**src/rtl/esp_uart_rx_flow_bridge.sv**
```systemverilog
// ESP8266 receive bridge: 8N1 deserializer, FWFT byte FIFO on a valid/ready stream, hardware RTS with hysteresis.
// Optional even-parity check enabled by defining ESP_RX_PARITY_EN.
module esp_uart_rx_flow_bridge #(
  parameter int CLK_FREQ_HZ = 100000000,
  parameter int BAUD        = 115200,
  parameter int FIFO_DEPTH  = 16,
  parameter int RTS_HI_WM   = 12,
  parameter int RTS_LO_WM   = 4
) (
  input  logic                          sysclk,
  input  logic                          sysreset,
  input  logic                          rxd,
  output logic                          rts_n,
  output logic [7:0]                    m_data,
  output logic                          m_valid,
  input  logic                          m_ready,
  output logic [$clog2(FIFO_DEPTH):0]   fifo_count,
  output logic                          frame_err,
  output logic                          overflow,
  input  logic                          clr_status
);

  localparam int CLKS_PER_BIT = CLK_FREQ_HZ / BAUD;
  localparam int CW           = $clog2(CLKS_PER_BIT);
  localparam int AW           = $clog2(FIFO_DEPTH);
  localparam int CNTW         = AW + 1;

  localparam logic [CW-1:0]   HALF_LOAD = CW'(CLKS_PER_BIT / 2 - 1);
  localparam logic [CW-1:0]   BIT_LOAD  = CW'(CLKS_PER_BIT - 1);
  localparam logic [CNTW-1:0] DEPTH_C   = CNTW'(FIFO_DEPTH);
  localparam logic [CNTW-1:0] HI_C      = CNTW'(RTS_HI_WM);
  localparam logic [CNTW-1:0] LO_C      = CNTW'(RTS_LO_WM);

`ifdef ESP_RX_PARITY_EN
  typedef enum logic [2:0] {IDLE, START, DATA, PARITY, STOP} state_t;
`else
  typedef enum logic [1:0] {IDLE, START, DATA, STOP} state_t;
`endif

  logic          rx_meta, rxs;
  state_t        state;
  logic [CW-1:0] cnt;
  logic [2:0]    bit_idx;
  logic [7:0]    shreg;
  logic          push;
`ifdef ESP_RX_PARITY_EN
  logic          par_ok;
`endif

  always_ff @(posedge sysclk) begin
    if (sysreset) begin
      rx_meta <= 1'b1;
      rxs     <= 1'b1;
    end else begin
      rx_meta <= rxd;
      rxs     <= rx_meta;
    end
  end

  // Push is decoded from the stop-sample cycle so the byte is visible one clock later.
`ifdef ESP_RX_PARITY_EN
  assign push = (state == STOP) && (cnt == '0) && rxs && par_ok;
`else
  assign push = (state == STOP) && (cnt == '0) && rxs;
`endif

  always_ff @(posedge sysclk) begin
    if (sysreset) begin
      state     <= IDLE;
      cnt       <= '0;
      bit_idx   <= '0;
      shreg     <= '0;
      frame_err <= 1'b0;
`ifdef ESP_RX_PARITY_EN
      par_ok    <= 1'b1;
`endif
    end else begin
      frame_err <= 1'b0;
      case (state)
        IDLE: begin
          if (!rxs) begin
            cnt   <= HALF_LOAD;
            state <= START;
          end
        end
        START: begin
          if (cnt == '0) begin
            if (rxs) begin
              state <= IDLE;
            end else begin
              cnt     <= BIT_LOAD;
              bit_idx <= '0;
              state   <= DATA;
            end
          end else begin
            cnt <= cnt - CW'(1);
          end
        end
        DATA: begin
          if (cnt == '0) begin
            shreg   <= {rxs, shreg[7:1]};
            cnt     <= BIT_LOAD;
            bit_idx <= bit_idx + 3'd1;
            if (bit_idx == 3'd7) begin
`ifdef ESP_RX_PARITY_EN
              state <= PARITY;
`else
              state <= STOP;
`endif
            end
          end else begin
            cnt <= cnt - CW'(1);
          end
        end
`ifdef ESP_RX_PARITY_EN
        PARITY: begin
          if (cnt == '0) begin
            par_ok <= ~(^{shreg, rxs});
            cnt    <= BIT_LOAD;
            state  <= STOP;
          end else begin
            cnt <= cnt - CW'(1);
          end
        end
`endif
        STOP: begin
          // Leave at mid-stop-bit so a following start edge is not missed.
          if (cnt == '0) begin
`ifdef ESP_RX_PARITY_EN
            frame_err <= ~rxs | ~par_ok;
`else
            frame_err <= ~rxs;
`endif
            state <= IDLE;
          end else begin
            cnt <= cnt - CW'(1);
          end
        end
        default: state <= IDLE;
      endcase
    end
  end

  logic [7:0]      mem [FIFO_DEPTH];
  logic [AW-1:0]   wr_ptr, rd_ptr;
  logic [CNTW-1:0] count, count_nx;
  logic            pop, push_ok;

  assign pop     = m_ready && (count != '0);
  assign push_ok = push && ((count < DEPTH_C) || pop);

  always_comb begin
    count_nx = count;
    case ({push_ok, pop})
      2'b10:   count_nx = count + CNTW'(1);
      2'b01:   count_nx = count - CNTW'(1);
      default: count_nx = count;
    endcase
  end

  always_ff @(posedge sysclk) begin
    if (push_ok) mem[wr_ptr] <= shreg;
  end

  always_ff @(posedge sysclk) begin
    if (sysreset) begin
      wr_ptr   <= '0;
      rd_ptr   <= '0;
      count    <= '0;
      overflow <= 1'b0;
      rts_n    <= 1'b1;
    end else begin
      count <= count_nx;
      if (push_ok) wr_ptr <= wr_ptr + AW'(1);
      if (pop)     rd_ptr <= rd_ptr + AW'(1);
      if (push && !push_ok) overflow <= 1'b1;
      else if (clr_status)  overflow <= 1'b0;
      if (count_nx >= HI_C)      rts_n <= 1'b1;
      else if (count_nx <= LO_C) rts_n <= 1'b0;
    end
  end

  assign m_valid    = (count != '0);
  assign m_data     = m_valid ? mem[rd_ptr] : '0;
  assign fifo_count = count;

endmodule

```
**config.mk**
```make
export PLATFORM = sky130hd
export DESIGN_NAME = esp_uart_rx_flow_bridge
export DESIGN_NICKNAME = d
export VERILOG_FILES = /design/src/rtl/esp_uart_rx_flow_bridge.sv
export SDC_FILE = /design/constraint.sdc
export NUM_CORES = 1
export LEC_CHECK = 0
export CORE_ASPECT_RATIO = 0.6
export CORE_MARGIN = 2
export CORE_UTILIZATION = 45
export DETAILED_ROUTE_END_ITERATION = 12
export HOLD_SLACK_MARGIN = 0.08
export PLACE_DENSITY = 0.59
export SYNTH_ARGS = -nofsm -noshare
export SYNTH_HDL_FRONTEND = slang
export SYNTH_SLANG_ARGS = --single-unit
```
**constraint.sdc**
```tcl
create_clock -name sysclk -period 5.15 [get_ports sysclk]
set_input_delay 1.545 -clock sysclk [delete_from_list [all_inputs] [get_ports sysclk]]
set_output_delay 1.545 -clock sysclk [all_outputs]
set_load 0.01 [all_outputs]
```
==> impl_metrics.csv <==
group,metric,value,unit
global_routing,grt_pass1_wl,23.94,mm
clocking,cts_hold_buf,0,
setup_path,crit_path_max_incr_delay,750,ps
pwr,ir_worst_vdd,0.1975,mV
clocking,cts_resized,0,
cells_and_area,final_nets,530,
detailed_routing,vias,4225,
die,core.rowCount,36,
detailed_routing,ant_nets,0,
timing,slew_headroom,52.55,%
setup_path,r2r_setup_slack,1650,ps
setup_path,cp_cell_sequence,"buf_4 -> mux4_2 -> mux4_2 -> and2_1 -> clkdlybuf4s50_1",
cells_and_area,diodes,0,
die,io_pins,22,
min_path,hold_class,"register to register",
clocking,cts_buffers,17,
global_routing,grt_pass1_vias,4107,
place,hpwl,10.17,mm
die,start_util,45.82,%
setup_path,r2r-start,"fifo_count[1]$_SDFF_PP0_",
setup_path,critPathRequiredTime,3610,ps
pwr,power.total,2.956,mW
synth,ys_ff_latch,173,
timing,setup_viol,0,
detailed_routing,drt_first_pass_iters,4,
timing,tns,0,ps
clocking,cts_max_level,4,
setup_path,r2r_end,"rts_n$_SDFFE_PP1P_",
global_routing,grt_overflow,0,
synth,synth_edf_count,128,
min_path,min-delay-start,"rx_meta$_SDFF_PP1_",
clocking,clk_latency,420,ps
cells_and_area,final_cell_count_no_fill,730,
setup_path,crit_arrival,3160,ps
pwr,p_per_area,354.1,nW/µm²
place,portBuffers,21,
clocking,cts_tree,"yes",
timing,finalCriticalPeriod,4705,ps
global_routing,antenna_found_initial,0,
synth,syn_inst,488,
setup_path,cp_max_fo,18,
cells_and_area,drive_above_1_share,18.04,%
setup_path,crit_slowest_cell,"dfxtp_2",
flow_run,maxCapViolCount,0,
min_path,holdPathEnd,"rxs$_SDFF_PP1_",
timing,finalMaxSlewViolations,0,
die,die-area,17490,µm²
setup_path,start_kind,"register",
timing,fmaxAchievable,212.5,MHz
die,fp.dieW,169.4,µm
detailed_routing,routedWlPerCell,20.93,µm
synth,ys_warn_count,0,
setup_path,critPathCaptureType,"output pin",
place,dp_cells,698,
detailed_routing,drtIter0Drc,412,
timing,period_share,91.36,%
synth,avgSynthCellArea,15.14,µm²
clocking,clk_pin_slew,70,ps
detailed_routing,wirelength,15.28,mm
detailed_routing,vias_per_cell,5.788,
timing,rsz0062_at_grt,"no",
timing,worst_hold_slack,426.0,ps
timing,worstMarginPinSlew,701.8,ps
status,outcome,"finished clean",
synth,postSynth.asyncResetShare,0,%
die,coreArea,16130,µm²
clocking,clock_sinks,173,
place,place_congestion,0.8461,
synth,ys_types,51,
setup_path,worstSetupPathType,"register to output pin",
clocking,root_buffer,"clkbuf_16",
synth,syn_nets,510,
die,die-height,103.3,µm
synth,synth_area,7388,µm²
pwr,p_leak,2.768,nW
synth,ys_seq_area_share,64.22,%
global_routing,grt_max_degree,33,
setup_path,crit_top_cell,"mux4_2",
timing,hold_violations,0,
min_path,min_path_cells,1,
detailed_routing,remaining_drc_errors,0,
clocking,cts_max_path_buffers,2,
setup_path,rr_worst_depth,11,
cells_and_area,area_growth,12.99,%
clocking,post_cts_buffers,0,
global_routing,grt_use_total,18.84,%
timing,fin_worst_skew,9.526,ps
synth,ys.flop_type,"edfxtp_1",
-- registers in the layout, indices dropped and copies added (netlist names), named ones only --
register	count
mem	128
cnt	10
shreg	8
fifo_count	5
rd_ptr	4
wr_ptr	4
bit_idx	3
frame_err	1
overflow	1
rts_n	1
rx_meta	1
rxs	1
state	1
-- routing by layer --
metal  vias up  GRT usage [%]  part of all wire [%]
li1       1923              -                     -
met1      2169          29.75                    53
met2       114          26.34                    41
met3        19          3.653                   4.7
met4         0          5.917                   1.0
met5         -              0                     0
-- cells in the final DEF (no fill, tap or decap), types with 4 or more instances in the layout --
cell / instances
mux2i_1: 4
clkbuf_16: 17
edfxtp_1: 128
mux4_2: 40
o21ai_0: 10
nand2_1: 18
inv_1: 16
xnor2_1: 6
nor3_2: 5
nand3_1: 18
ha_1: 17
or3_1: 7
a22oi_1: 5
clkinv_4: 4
xor2_1: 6
a21oi_1: 28
nor2_1: 28
nor2b_1: 4
and2_1: 27
dfxtp_1: 44
clkdlybuf4s50_1: 21
buf_4: 6
-- synthesized netlist by cell type (all sizes together), types with 4 or more instances --
cell type	number	area, µm²
edfxtp	128	3844
dfxtp	45	900.9
mux4	40	900.9
a21oi	28	140.1
nor2	28	105.1
and2	27	168.9
nand2	19	78.82
nand3	19	100.1
ha	17	212.7
inv	16	60.06
buf	13	71.32
clkbuf	13	48.80
o21ai	10	50.05
nor3	8	65.06
or3	7	43.79
xnor2	6	52.55
xor2	6	52.55
a22oi	5	37.54
mux2i	4	40.04
nor2b	4	25.02
nor4	4	55.05
-- power by group --
part / internal (mW) / leakage [nW] / switching [mW]
Sequential: 1.49 / 1.55 / 0.0260
Combinational: 0.0837 / 0.945 / 0.152
Clock: 0.636 / 0.273 / 0.567
Total: 2.21 / 2.77 / 0.745
-- logic make-up (layout without fill, tap and decap cells) --
kind of cell / after synthesis / after routing / share of synthesized area, %
xor gates and xnor gates: 12 / 12 / 1.423
buffers and inverters: 43 / 76 / 2.489
adders and majority gates: 17 / 17 / 2.879
muxes: 44 / 44 / 12.73
DFF: 173 / 173 / 64.22
AOI/OAI and AO/OA: 69 / 69 / 6.012
and+or+nand+nor: 130 / 130 / 10.25
-- per-stage QoR --
stage                     cell area [µm²]  setup slack [ps]  util (%)
after CTS                            8348             364.0     51.77
final                                8348             444.9     51.77
after global routing                 8348             238.1     51.77
after detailed placement             7786             725.8     48.29
after global placement               7786             780.9     48.29
after floorplan                      7388              1500         -
-- worst max-delay path, delay by kind of cell, from the launching register on --
kind | cells | cell delay, ps
and+or+nand+nor | 1 | 190
DFF | 1 | 750
buffers and inverters | 2 | 810
muxes | 2 | 1000
-- final cells by class --
class	count	area, µm²
Fill cell	1313	7777
Tap cell	209	261.5
Clock inverter	15	136.4
Inverter	17	63.81
Clock buffer	17	425.4
Multi-Input combinational cell	272	2460
Sequential cell	173	4746
Timing Repair Buffer	27	255.2
-- worst max path at each step --
stage	start	endpoint	slack [ps]	cells after the start
floorplan	m_ready	rts_n$_SDFFE_PP1P_	1500	11
global placement	m_ready	rts_n$_SDFFE_PP1P_	780	11
detailed placement	m_ready	rts_n$_SDFFE_PP1P_	730	11
CTS	register	m_data[1]	360	5
global route	register	m_data[1]	240	5
finish	register	m_data[1]	440	5
Note: power is estimated with default switching activity, not from simulation.
